[config.mk]
export PLATFORM = sky130hd
export DESIGN_NAME = dline_fill
export DESIGN_NICKNAME = d
export VERILOG_FILES = /design/src/rtl/dline_fill_pkg.sv /design/src/rtl/dline_fill_iscachable.sv /design/src/rtl/dline_fill.sv
export SDC_FILE = /design/constraint.sdc
export NUM_CORES = 1
export LEC_CHECK = 0
export BUFFER_PORTS_ARGS = -buffer_cell sky130_fd_sc_hd__buf_2
export CAP_MARGIN = 20
export CORE_MARGIN = 5
export CORE_UTILIZATION = 40
export DETAILED_ROUTE_END_ITERATION = 10
export PLACE_DENSITY = 0.7
export SYNTH_ARGS = -nofsm -noshare
export SYNTH_HDL_FRONTEND = slang
export SYNTH_HIERARCHICAL = 1
export SYNTH_SLANG_ARGS = --single-unit
[constraint.sdc]
create_clock -name i_clk -period 4.7 [get_ports i_clk]
set_input_delay 0.94 -clock i_clk [delete_from_list [all_inputs] [get_ports i_clk]]
set_output_delay 0.94 -clock i_clk [all_outputs]
set_load 0.03 [all_outputs]
[src/rtl/dline_fill_pkg.sv]
// dline_fill_pkg -- shared definitions for the data-cache line-fill engine.
//
// Contents:
//   DEF_LGLINE       default log2(words per line)
//   REGION_BITS      number of top address bits that select a memory region
//   CACHABLE_REGION  region number whose addresses are cachable
//   state_e          fill-engine state encoding (IDLE / FILL / SINGLE)
package dline_fill_pkg;

  localparam int unsigned DEF_LGLINE      = 3;
  localparam int unsigned REGION_BITS     = 4;
  localparam logic [3:0]  CACHABLE_REGION = 4'h1;

  typedef enum logic [1:0] {
    S_IDLE   = 2'd0,
    S_FILL   = 2'd1,
    S_SINGLE = 2'd2
  } state_e;

endpackage

[src/rtl/dline_fill_iscachable.sv]
// iscachable -- address cachability decision for dline_fill.
//
// An address is cachable when its top REGION_BITS bits equal CACHABLE_REGION
// (for AW=30 that is word addresses 0x4000000..0x7FFFFFF).
//
// Parameters:
//   AW          word-address width
// Ports:
//   i_addr      in  AW  word address to classify
//   o_cachable  out 1   1 = address may be cached (line fill), 0 = uncached
module iscachable
  import dline_fill_pkg::*;
#(
  parameter int unsigned AW = 30
) (
  input  logic [AW-1:0] i_addr,
  output logic          o_cachable
);

  logic [AW-1:0] region;

  always_comb begin
    region     = i_addr >> (AW - REGION_BITS);
    o_cachable = (region == AW'(CACHABLE_REGION));
  end

endmodule

[src/rtl/dline_fill.sv]
// dline_fill -- data-cache line-fill engine on a pipelined Wishbone master.
//
// A read miss on a cachable address fetches a whole line (2^LGLINE words)
// with one strobe per word, writing each returned word into the cache RAM.
// A miss on a non-cachable address performs one single-word read and returns
// the word on o_data. i_wb_err aborts with an o_err pulse; i_clear aborts
// silently.
//
// Build option:
//   DLINE_FILL_CWF_EN  when defined, a line fill starts at the missed word and
//                      wraps modulo the line size (critical word first);
//                      otherwise it starts at word offset 0.
//
// Parameters: AW word-address width, DW data width, LGLINE log2 words/line.
// Ports:
//   i_clk, i_reset           clock; asynchronous active-high reset
//   i_req, i_addr            miss request (taken only while o_busy=0)
//   i_clear                  abort any transaction in progress
//   o_busy                   transaction in progress
//   o_wb_cyc/stb/addr        Wishbone master request
//   i_wb_stall/ack/err/data  Wishbone slave response
//   o_wr, o_wr_addr, o_wr_data  cache-RAM write port (offset within line)
//   o_line_valid, o_tag      line at o_tag is complete and valid
//   o_done, o_err            one-cycle completion / bus-error pulses
//   o_data                   uncached read word, valid with o_done
module dline_fill
  import dline_fill_pkg::*;
#(
  parameter int unsigned AW     = 30,
  parameter int unsigned DW     = 32,
  parameter int unsigned LGLINE = DEF_LGLINE
) (
  input  logic                 i_clk,
  input  logic                 i_reset,
  input  logic                 i_req,
  input  logic [AW-1:0]        i_addr,
  input  logic                 i_clear,
  output logic                 o_busy,
  output logic                 o_wb_cyc,
  output logic                 o_wb_stb,
  output logic [AW-1:0]        o_wb_addr,
  input  logic                 i_wb_stall,
  input  logic                 i_wb_ack,
  input  logic                 i_wb_err,
  input  logic [DW-1:0]        i_wb_data,
  output logic                 o_wr,
  output logic [LGLINE-1:0]    o_wr_addr,
  output logic [DW-1:0]        o_wr_data,
  output logic                 o_line_valid,
  output logic [AW-LGLINE-1:0] o_tag,
  output logic                 o_done,
  output logic                 o_err,
  output logic [DW-1:0]        o_data
);

  localparam int unsigned TW = AW - LGLINE;
  // Counters are LGLINE+1 bits wide; LAST_CNT marks the final word of a line.
  localparam logic [LGLINE:0]   LAST_CNT = {1'b0, {LGLINE{1'b1}}};
  localparam logic [LGLINE:0]   CNT_ONE  = (LGLINE+1)'(1);
  localparam logic [LGLINE-1:0] OFF_ONE  = LGLINE'(1);

  state_e              state_q;
  logic                cyc_q;
  logic                stb_q;
  logic [AW-1:0]       wb_addr_q;
  logic                wr_q;
  logic [LGLINE-1:0]   wr_addr_q;
  logic [DW-1:0]       wr_data_q;
  logic                line_valid_q;
  logic [TW-1:0]       tag_q;
  logic                done_q;
  logic                err_q;
  logic [DW-1:0]       data_q;
  logic [LGLINE:0]     stb_cnt_q;
  logic [LGLINE:0]     ack_cnt_q;
  logic [LGLINE-1:0]   off0_q;      // word offset of the first strobe of a fill

  logic                cachable;
  logic [LGLINE-1:0]   start_off_d;
  logic [LGLINE-1:0]   wr_off_d;
  logic                stb_take;
  logic                ack_take;
  logic                err_take;

  iscachable #(
    .AW(AW)
  ) u_iscachable (
    .i_addr    (i_addr),
    .o_cachable(cachable)
  );

  always_comb begin
`ifdef DLINE_FILL_CWF_EN
    start_off_d = i_addr[LGLINE-1:0];
`else
    start_off_d = '0;
`endif
    // Acks return in strobe order, so the n-th ack belongs to offset off0+n.
    wr_off_d = off0_q + ack_cnt_q[LGLINE-1:0];
    stb_take = stb_q && !i_wb_stall;
    // Responses outside a bus cycle are ignored.
    ack_take = cyc_q && i_wb_ack;
    err_take = cyc_q && i_wb_err;
  end

  always_ff @(posedge i_clk or posedge i_reset) begin
    if (i_reset) begin
      state_q      <= S_IDLE;
      cyc_q        <= 1'b0;
      stb_q        <= 1'b0;
      wb_addr_q    <= '0;
      wr_q         <= 1'b0;
      wr_addr_q    <= '0;
      wr_data_q    <= '0;
      line_valid_q <= 1'b0;
      tag_q        <= '0;
      done_q       <= 1'b0;
      err_q        <= 1'b0;
      data_q       <= '0;
      stb_cnt_q    <= '0;
      ack_cnt_q    <= '0;
      off0_q       <= '0;
    end else begin
      wr_q   <= 1'b0;
      done_q <= 1'b0;
      err_q  <= 1'b0;

      if (i_clear) begin
        state_q      <= S_IDLE;
        cyc_q        <= 1'b0;
        stb_q        <= 1'b0;
        line_valid_q <= 1'b0;
      end else begin
        case (state_q)
          S_IDLE: begin
            if (i_req) begin
              cyc_q     <= 1'b1;
              stb_q     <= 1'b1;
              stb_cnt_q <= '0;
              ack_cnt_q <= '0;
              if (cachable) begin
                state_q      <= S_FILL;
                tag_q        <= i_addr[AW-1:LGLINE];
                off0_q       <= start_off_d;
                wb_addr_q    <= {i_addr[AW-1:LGLINE], start_off_d};
                line_valid_q <= 1'b0;
              end else begin
                state_q   <= S_SINGLE;
                wb_addr_q <= i_addr;
              end
            end
          end

          S_FILL: begin
            if (err_take) begin
              state_q      <= S_IDLE;
              cyc_q        <= 1'b0;
              stb_q        <= 1'b0;
              err_q        <= 1'b1;
              line_valid_q <= 1'b0;
            end else begin
              if (stb_take) begin
                stb_cnt_q <= stb_cnt_q + CNT_ONE;
                // Only the offset bits advance, so the fill wraps inside the line.
                wb_addr_q[LGLINE-1:0] <= wb_addr_q[LGLINE-1:0] + OFF_ONE;
                if (stb_cnt_q == LAST_CNT) begin
                  stb_q <= 1'b0;
                end
              end
              if (ack_take) begin
                wr_q      <= 1'b1;
                wr_addr_q <= wr_off_d;
                wr_data_q <= i_wb_data;
                ack_cnt_q <= ack_cnt_q + CNT_ONE;
                if (ack_cnt_q == LAST_CNT) begin
                  state_q      <= S_IDLE;
                  cyc_q        <= 1'b0;
                  stb_q        <= 1'b0;
                  done_q       <= 1'b1;
                  line_valid_q <= 1'b1;
                end
              end
            end
          end

          S_SINGLE: begin
            if (err_take) begin
              state_q      <= S_IDLE;
              cyc_q        <= 1'b0;
              stb_q        <= 1'b0;
              err_q        <= 1'b1;
              line_valid_q <= 1'b0;
            end else begin
              if (stb_take) begin
                stb_q <= 1'b0;
              end
              if (ack_take) begin
                state_q <= S_IDLE;
                cyc_q   <= 1'b0;
                stb_q   <= 1'b0;
                data_q  <= i_wb_data;
                done_q  <= 1'b1;
              end
            end
          end

          default: begin
            state_q <= S_IDLE;
            cyc_q   <= 1'b0;
            stb_q   <= 1'b0;
          end
        endcase
      end
    end
  end

  assign o_busy       = (state_q != S_IDLE);
  assign o_wb_cyc     = cyc_q;
  assign o_wb_stb     = stb_q;
  assign o_wb_addr    = wb_addr_q;
  assign o_wr         = wr_q;
  assign o_wr_addr    = wr_addr_q;
  assign o_wr_data    = wr_data_q;
  assign o_line_valid = line_valid_q;
  assign o_tag        = tag_q;
  assign o_done       = done_q;
  assign o_err        = err_q;
  assign o_data       = data_q;

endmodule

# [Word level (Yosys, flattened, before mapping)]
# Cells that the tools add are included.
[op_classes] n_addsub=3 n_eq_ne=16 muxes=59 bitwise_logic=2 reduce_logical=18
[ops] operator="$mux W1" count=34
[ops] operator="$mux W4" count=5
[ops] operator="$mux W2" count=8
[ops] operator="$pmux W4 S2" count=2
[ops] operator="$reduce_and A4 Y1" count=4
[ops] operator="$mux W3" count=4
[ops] operator="$ne A4 B4 Y1 const B" count=3
[ops] operator="$reduce_and A5 Y1" count=2
[ops] operator="$ne A3 B3 Y1 const B" count=3
[ops] operator="$pmux W1 S3" count=3
[ops] operator="$add A4 B1 Y4 const B" count=2
[ops] operator="$eq A4 B3 Y1 const B" count=2
[ops] operator="$ne A2 B2 Y1 const B" count=4
[ops] operator="$pmux W2 S3" count=1
[ops] operator="$pmux W3 S2" count=1
[ops] operator="$reduce_and A6 Y1" count=1
[ops] operator="$ne A5 B5 Y1 const B" count=1
[ops] operator="$eq A4 B1 Y1 const B" count=1
[ops] operator="$reduce_bool A2 Y1" count=2
[ops] operator="$reduce_bool A4 Y1" count=1
[ops] operator="$add A3 B1 Y3 const B" count=1
[ops] operator="$logic_and A1 B1 Y1" count=3
[ops] operator="$reduce_and A3 Y1" count=1
[ops] operator="$eq A2 B1 Y1 const B" count=1
[ops] operator="other kinds (7)" count=8
[word_totals] ff_bits=140 in_bits=69 out_inout_bits=131 wordCells=113

# [Longest topological paths before layout]
# Gate-level depths: netlist of the first run.
[depth] word_depth=8 mapped_depth=8

# [Hierarchy]
# The synthesis of the first run kept the hierarchy.
[by_module_without_submodules] mod="dline_fill" n_inst=1 cells_each=435 area_per_inst_um2=5813.1 seq_area_each_um2=3503.4
[by_module_without_submodules] mod="iscachable" n_inst=1 cells_each=1 area_per_inst_um2=15.0 seq_area_each_um2=0.0

# [Least setup slack after synthesis of the first run]
# OpenSTA, ideal clock, no wires.
[synth_path] path_type="in2reg" start="in i_addr[27]" end="reg tag_q[10], in the netlist o_tag[10]" arrival_time_ns=2.217 slack_ns=2.358 cell_stages=4 n_path_buf=1 path_cell_list="nor4b_2 -> nand2_2 -> buf_2 -> mux2_2"
[synth_via] elab_chain_cells=2
[synth_rtl] item="start, declared" line_no="dline_fill.sv:36" rtl="input logic [AW-1:0] i_addr,"
[synth_rtl] item="$eq A4 B1 Y1" line_no="dline_fill_iscachable.sv:24" rtl="o_cachable = (region == AW'(CACHABLE_REGION));"
[synth_rtl] item="$reduce_and A4 Y1 (no source line)"
[synth_rtl] item="end signal, assigned" line_no="dline_fill.sv:143" rtl="tag_q <= i_addr[AW-1:LGLINE];"
[synth_rtl] item="end, declared" line_no="dline_fill.sv:70" rtl="logic [TW-1:0] tag_q;"
# No other way between the ends.
# A chain may end at the register's enable or synchronous reset.

# [Worst setup path in the final report of the first run]
[layout_path] start="reg state_q[1]" end="reg wr_data_q[2], in the netlist o_wr_data[2]"
[layout_via] elab_chain_cells=2
[layout_rtl] item="start, declared" line_no="dline_fill.sv:62" rtl="state_e state_q;"
[layout_rtl] item="start signal, assigned" line_no="dline_fill.sv:108" rtl="state_q <= S_IDLE;"
[layout_rtl] item="start signal, assigned" line_no="dline_fill.sv:129" rtl="state_q <= S_IDLE;"
[layout_rtl] item="start signal, assigned" line_no="dline_fill.sv:142" rtl="state_q <= S_FILL;"
[layout_rtl] item="$eq A2 B1 Y1" line_no="dline_fill.sv:134" rtl="case (state_q)"
[layout_rtl] item="$reduce_and A4 Y1 (no source line)"
[layout_rtl] item="end signal, assigned" line_no="dline_fill.sv:173" rtl="wr_data_q <= i_wb_data;"
[layout_rtl] item="end, declared" line_no="dline_fill.sv:68" rtl="logic [DW-1:0] wr_data_q;"
# No other way between the ends.

==> impl_metrics.env, run 1 <==
export IMPL_status="completed"
export IMPL_synth_top_family_by_area="multiplexers"
export IMPL_critPathMaxFanout=36
export IMPL_multi_input_area_mm2=0.002188
export IMPL_die_h_um=130.7
export IMPL_ys_flop_type="dfrtp_1"
export IMPL_reg2reg_setup_slack_ps=1860
export IMPL_drtIter0Drc=165
export IMPL_skew_ps=4.613
export IMPL_row_count=44
export IMPL_final_common_cell="buf_2"
export IMPL_synthDistinctLibCells=51
export IMPL_worstSetupEndpointType="flop"
export IMPL_grt_pass1_vias=4284
export IMPL_place_hpwl_um=10140
export IMPL_min_period_ps=2836
export IMPL_seqCellArea_mm2=0.003503
export IMPL_maxSlewHeadroom_pct=51.25
export IMPL_finalHoldViolCount=0
export IMPL_antenna_found_initial=0
export IMPL_final_cell_area_mm2=0.007637
export IMPL_criticalPathCategory="flop to flop"
export IMPL_dp_cells=807
export IMPL_htreeDepth=4
export IMPL_finalMaxSlewViolations=0
export IMPL_netlist_area_mm2=0.005828
export IMPL_pin_count=200
export IMPL_layout_common_cells="199 x buf_2, 140 x dfrtp_1, 94 x nand2_1, 66 x mux2_2, 29 x mux2_4"
export IMPL_drtPass1Iterations=4
export IMPL_areaGrowthSynthToFinish_pct=31.04
export IMPL_rsz0062_at_grt="no"
export IMPL_syn_inst=436
export IMPL_arrival_ps=3130
export IMPL_ctsResizeCount=0
export IMPL_nNetsFinal=718
export IMPL_die_x_um=130.7
export IMPL_routed_wl_um=14180
export IMPL_layout_cells_non_filler=838
export IMPL_power_density_mw_per_mm2=473.4
export IMPL_clkTransAtPathRegs_ps=60
export IMPL_worstSkewPairLatency_ps=410
export IMPL_post_cts_buffers=0
export IMPL_port_buffer_count=199
export IMPL_synth_xor_xnor_area_share_pct=0
export IMPL_antenna_cells=0
export IMPL_cp_start_kind="flop"
export IMPL_leakage_nw=4.177
export IMPL_fin_tns_setup_ps=0
export IMPL_synthSimpleGateAreaFrac_pct=11.25
export IMPL_placed_area_mm2=0.006990
export IMPL_via_per_inst=4.994
export IMPL_setup_ws_ps=1864
export IMPL_gr_total_overflow=0
export IMPL_async_reset_ff_share_pct=100.0
export IMPL_track_usage_pct=16.58
export IMPL_fillerInstances=1219
export IMPL_power_mw=3.616
export IMPL_hold_path_class="input port to asynchronous set/reset pin"
export IMPL_yosysSeqAreaShare_pct=60.11
export IMPL_post_drt_wl_per_cell_um=16.92
export IMPL_cts_root_buf="clkbuf_16"
export IMPL_r2r_end="o_wr_data[2]$_DFFE_PP0P_"
export IMPL_synth_compound_area_share_pct=4.272
export IMPL_gp_congestion=0.8541
export IMPL_vias=4185
export IMPL_drive_gt1_share_pct=53.06
export IMPL_synthAdderAreaFrac_pct=1.288
export IMPL_hold_buffers=0
export IMPL_clock_sinks=140
export IMPL_yosys_warnings=6
export IMPL_finalSetupViolCount=0
export IMPL_cts_tree="built"
export IMPL_r2r_cells=6
export IMPL_fmax_ghz=0.3526
export IMPL_ant_nets=0
export IMPL_grt_pass1_wl_um=22020
export IMPL_required_ps=4990
export IMPL_grt_max_degree=113
export IMPL_initial_utilization_pct=40.41
export IMPL_synth_mux_area_share_pct=20.63
export IMPL_ctsLongestPathBuffers=2
export IMPL_finalCritPeriodShare_pct=60.34
export IMPL_avgSynthCellArea_um2=13.37
export IMPL_synth_edff_count=0
export IMPL_cts_buffers=17
export IMPL_tightest_slew_ps=731.2
export IMPL_worstSetupStartpoint="state_q[1]$_DFFE_PP0P_"
export IMPL_design_core_area_mm2=0.01442
export IMPL_syn_num_nets=511
export IMPL_r2r_start="state_q[1]$_DFFE_PP0P_"
export IMPL_route_detailed_drc=0
export IMPL_pre_cts_ws_ps=1703
export IMPL_ys_seq_elements=140
export IMPL_peakVddDrop_mv=0.2403
export IMPL_die_area_mm2=0.01708
export IMPL_drv_cap=0
[cell families (layout without fill, tap and decap cells)]
kind of cell	after synthesis	count (layout)
AOI/OAI and AO/OA	34	34
adders and majority gates	6	6
buffers and inverters	25	243
DFF	140	140
muxes	97	97
and+or+nand+nor	134	134
[cell type report]
| class | count | area share (%) |
|---|---|---|
| inverters | 8 | 0.4587 |
| multi-input cells | 271 | 28.65 |
| flip-flops and latches | 140 | 45.87 |
| well taps | 184 | 3.014 |
| clock buffers | 20 | 5.980 |
| clock inverters | 10 | 2.130 |
| repair buffers | 205 | 13.89 |
[synth_stat cells, drive strengths merged (2+ instances only)]
library cell / n / area [µm²]
a211o: 2 / 17.52
a21oi: 6 / 30.03
a31o: 3 / 26.28
a31oi: 3 / 18.77
a32o: 2 / 20.02
and3: 3 / 18.77
buf: 12 / 93.83
clkbuf: 5 / 18.77
dfrtp: 140 / 3503
ha: 6 / 75.07
inv: 8 / 30.03
mux2: 95 / 1179
mux2i: 2 / 23.77
nand2: 95 / 359.1
nand2b: 3 / 18.77
nand3: 3 / 15.01
nand3b: 2 / 18.77
nor2: 11 / 41.29
nor3: 3 / 26.28
nor3b: 2 / 20.02
nor4: 5 / 61.31
nor4b: 3 / 45.04
o21ai: 5 / 25.02
[worst max-delay path, cell delays in order, from the launching register on]
cell and delay (ps):
dfrtp_1 400, inv_1 90, ha_1 630, inv_1 310, nor4_4 300, buf_4 560
mux2_2 400
[metal layers]
metal,vias to the layer above,routed length [µm],track usage (%)
met2,169,6402,25.37
met5,-,0,0
met3,14,1463,6.748
met4,0,153,5.082
met1,2081,6156,21.75
li1,1921,-,-
[registers in the layout, indices dropped and copies added (netlist names)]
signal	count
o_err	1
o_wr_addr	3
o_wr_data	32
o_done	1
ack_cnt_q	4
stb_cnt_q	4
o_wb_stb	1
o_wr	1
o_data	32
o_wb_addr	30
o_wb_cyc	1
o_line_valid	1
state_q	2
o_tag	27
[worst max path at each step]
stage	endpoint	slack [ps]	cells after the start
after floorplan	ack_cnt_q[0]$_DFFE_PP0P_	7	1
after global placement	o_tag[5]$_DFFE_PP0P_	1800	5
after detailed placement	o_tag[20]$_DFFE_PP0P_	1700	5
after CTS	o_wr_data[3]$_DFFE_PP0P_	1870	6
after global routing	o_wr_data[6]$_DFFE_PP0P_	1710	6
final	o_wr_data[2]$_DFFE_PP0P_	1860	6
[through the flow]
stage,util [%],hold slack (ps)
after CTS,52.76,474.2
after global placement,48.46,454.3
after floorplan,-,481.8
after global routing,52.95,416.3
final,52.95,428.7
after detailed placement,48.46,457.5
[power breakdown]
| group | switching [mW] | internal, mW |
|---|---|---|
| Sequential | 0.0835 | 1.36 |
| Combinational | 0.520 | 0.243 |
| Clock | 0.500 | 0.912 |
No activity file was read; power rests on OpenSTA's default activity.
==> run 2: changes to the inputs <==
--- a/config.mk
+++ b/config.mk
@@ -5,12 +5,13 @@
 export SDC_FILE = /design/constraint.sdc
 export NUM_CORES = 1
 export LEC_CHECK = 0
+export ABC_AREA = 1
 export BUFFER_PORTS_ARGS = -buffer_cell sky130_fd_sc_hd__buf_2
 export CAP_MARGIN = 20
 export CORE_MARGIN = 5
 export CORE_UTILIZATION = 40
 export DETAILED_ROUTE_END_ITERATION = 10
-export PLACE_DENSITY = 0.7
+export PLACE_DENSITY = 0.67
 export SYNTH_ARGS = -nofsm -noshare
 export SYNTH_HDL_FRONTEND = slang
 export SYNTH_HIERARCHICAL = 1
==> constraint.sdc (replaced) <==
create_clock -name i_clk -period 2.9 [get_ports i_clk]
set_input_delay 0.58 -clock i_clk [delete_from_list [all_inputs] [get_ports i_clk]]
set_output_delay 0.58 -clock i_clk [all_outputs]
set_load 0.03 [all_outputs]
==> run 2 against run 1 <==
  * Critical path depth shrank 2
  * Clock skew grew 4.6 ps
  * Highest routed layer unchanged
  * Critical endpoint is now o_busy
  * Non-clock buffer count is 2 lower
  * Final area fell by 0.36%
  * Register-to-register slack got worse by 860 ps
==> impl_metrics.env, run 2 <==
export IMPL_status="completed"
export IMPL_yosysTopAreaCell="dfrtp_1"
export IMPL_finalCritPeriodShare_pct=70.34
export IMPL_ys_seq_elements=140
export IMPL_placed_area_mm2=0.006967
export IMPL_vias=4597
export IMPL_seqCellArea_mm2=0.003503
export IMPL_pwr_share_comb_pct=33.1
export IMPL_min_period_ps=2040
export IMPL_areaGrowthSynthToFinish_pct=30.07
export IMPL_power_switching_mw=2.886
export IMPL_route_detailed_drc=0
export IMPL_antenna_cells=0
export IMPL_initial_utilization_pct=40.56
export IMPL_maxSlewHeadroom_pct=53.74
export IMPL_drv_cap=0
export IMPL_avgSynthCellArea_um2=9.452
export IMPL_syn_inst=619
export IMPL_ctsResizeCount=0
export IMPL_hold_buffers=0
export IMPL_final_common_cell="buf_2"
export IMPL_row_count=44
export IMPL_cts_buffers=17
export IMPL_drive_gt1_share_pct=33.66
export IMPL_synth_top_area_share_pct=59.88
export IMPL_worstSetupEndpointType="output port"
export IMPL_design_core_area_mm2=0.01442
export IMPL_via_per_inst=4.538
export IMPL_pre_cts_ws_ps=847.0
export IMPL_ctsLongestPathBuffers=2
export IMPL_criticalPathCategory="flop to output port"
export IMPL_yosys_top_cells_count="177 x nand2_1, 140 x dfrtp_1, 81 x inv_1"
export IMPL_hold_path_class="input port to asynchronous set/reset pin"
export IMPL_die_area_mm2=0.01715
export IMPL_required_ps=2320
export IMPL_clkTransAtPathRegs_ps=60
export IMPL_syn_num_nets=694
export IMPL_die_h_um=130.9
export IMPL_rsz0062_at_grt="no"
export IMPL_hold_ws_ps=60.72
export IMPL_yosysSeqAreaShare_pct=59.88
export IMPL_layout_cells_non_filler=1013
export IMPL_setup_ws_ps=860.2
export IMPL_final_cell_area_mm2=0.007610
export IMPL_layout_common_cells="199 x buf_2, 177 x nand2_1, 140 x dfrtp_1, 80 x inv_1, 59 x o21ai_0"
export IMPL_internal_power_mw=4.701
export IMPL_final_core_util_pct=52.76
export IMPL_post_drt_wl_per_cell_um=13.78
export IMPL_clock_sinks=140
export IMPL_dp_cells=982
export IMPL_fin_tns_setup_ps=0
export IMPL_drtPass1Iterations=4
export IMPL_arrival_ps=1460
export IMPL_finalHoldViolCount=0
export IMPL_antenna_found_initial=0
export IMPL_sw_frac_of_total_pct=38.04
export IMPL_synthDistinctLibCells=31
export IMPL_seqPwrFrac_pct=36.1
export IMPL_finalMaxSlewViolations=0
export IMPL_synth_edff_count=0
export IMPL_finalSetupViolCount=0
export IMPL_fmax_ghz=0.4902
export IMPL_skew_ps=9.249
export IMPL_grt_pass1_vias=4529
export IMPL_nNetsFinal=892
export IMPL_ant_nets=0
export IMPL_grt_pass1_wl_um=22290
export IMPL_cp_start_kind="flop"
export IMPL_critPathMaxFanout=5
export IMPL_synth_most_common_cell="nand2_1"
export IMPL_power_mw=7.588
export IMPL_gp_congestion=0.8042
export IMPL_leakage_nw=4.337
export IMPL_grt_max_degree=73
export IMPL_htreeDepth=4
export IMPL_clock_power_share_pct=30.8
export IMPL_cts_tree="built"
export IMPL_fillerInstances=1381
export IMPL_cts_root_buf="clkbuf_16"
export IMPL_power_density_mw_per_mm2=997.1
export IMPL_post_cts_buffers=0
export IMPL_track_usage_pct=16.53
export IMPL_multi_input_area_mm2=0.001824
export IMPL_netlist_area_mm2=0.005851
export IMPL_ys_flop_type="dfrtp_1"
export IMPL_r2r_cells=9
export IMPL_tightest_slew_ps=693.9
export IMPL_synth_area_top_cells="dfrtp_1 60%, nand2_1 11%, inv_1 5.2%"
export IMPL_place_hpwl_um=10080
export IMPL_gr_total_overflow=0
export IMPL_peakVddDrop_mv=0.5173
export IMPL_yosys_warnings=6
export IMPL_routed_wl_um=13960
export IMPL_worstSkewPairLatency_ps=410
export IMPL_port_buffer_count=199
export IMPL_die_x_um=130.9
export IMPL_async_reset_ff_share_pct=100.0
export IMPL_pin_count=200
export IMPL_drtIter0Drc=273
run 2: final timing paths:
kind                                     startpoint                  endpoint  slack [ps]
max in group asynchronous                   i_reset  o_wr_addr[2]$_DFFE_PP0P_        2260
hold / removal                              i_reset     o_data[6]$_DFFE_PP0P_          60
setup reg to reg             state_q[0]$_DFFE_PP0P_      o_tag[4]$_DFFE_PP0P_        1000
setup / recovery             state_q[0]$_DFFE_PP0P_                    o_busy         860
hold reg to reg            o_line_valid$_DFFE_PP0P_  o_line_valid$_DFFE_PP0P_         470
min in group i_clk                    i_wb_data[29]    o_data[29]$_DFFE_PP0P_         430
run 2: critical path, stage by stage, from the launching register on:
cell and delay [ps]:
dfrtp_1 380, inv_1 80, ha_1 240, inv_2 140, buf_2 220
run 2: power groups by stage:
stage | registers, mW | clock network [mW] | logic (mW)
finish | 2.74 | 2.34 | 2.51
floorplan | 3.77 | 0 | 0.725
CTS | 2.74 | 2.39 | 2.54
global route | 2.80 | 2.49 | 2.71
global placement | 2.76 | 0 | 2.51
detailed placement | 2.76 | 0 | 2.54
run 2: area by class of cell:
cell class	count	share of cell area, %
multi-input combinational	368	23.97
clock inverter	9	2.088
timing repair buffer	203	14.14
inverter	87	4.374
clock buffer	22	6.363
tap	184	3.025
sequential	140	46.04
run 2: cells by family (layout without fill, tap and decap cells):
group | Yosys count | count (layout) | synth area share [%]
AOI/OAI and AO/OA | 128 | 128 | 12.85
xor gates and xnor gates | 3 | 3 | 0.4492
adders and majority gates | 6 | 6 | 1.283
buffers and inverters | 111 | 321 | 8.939
DFF | 140 | 140 | 59.88
muxes | 1 | 1 | 0.1711
and+or+nand+nor | 230 | 230 | 16.42
run 2: per-layer routing:
layer	vias up	global-route usage [%]	wire length [µm]
li1	2336	-	-
met1	2115	21.24	5974
met2	128	26.52	6909
met3	18	4.797	786
met4	0	6.292	286
met5	-	0	0
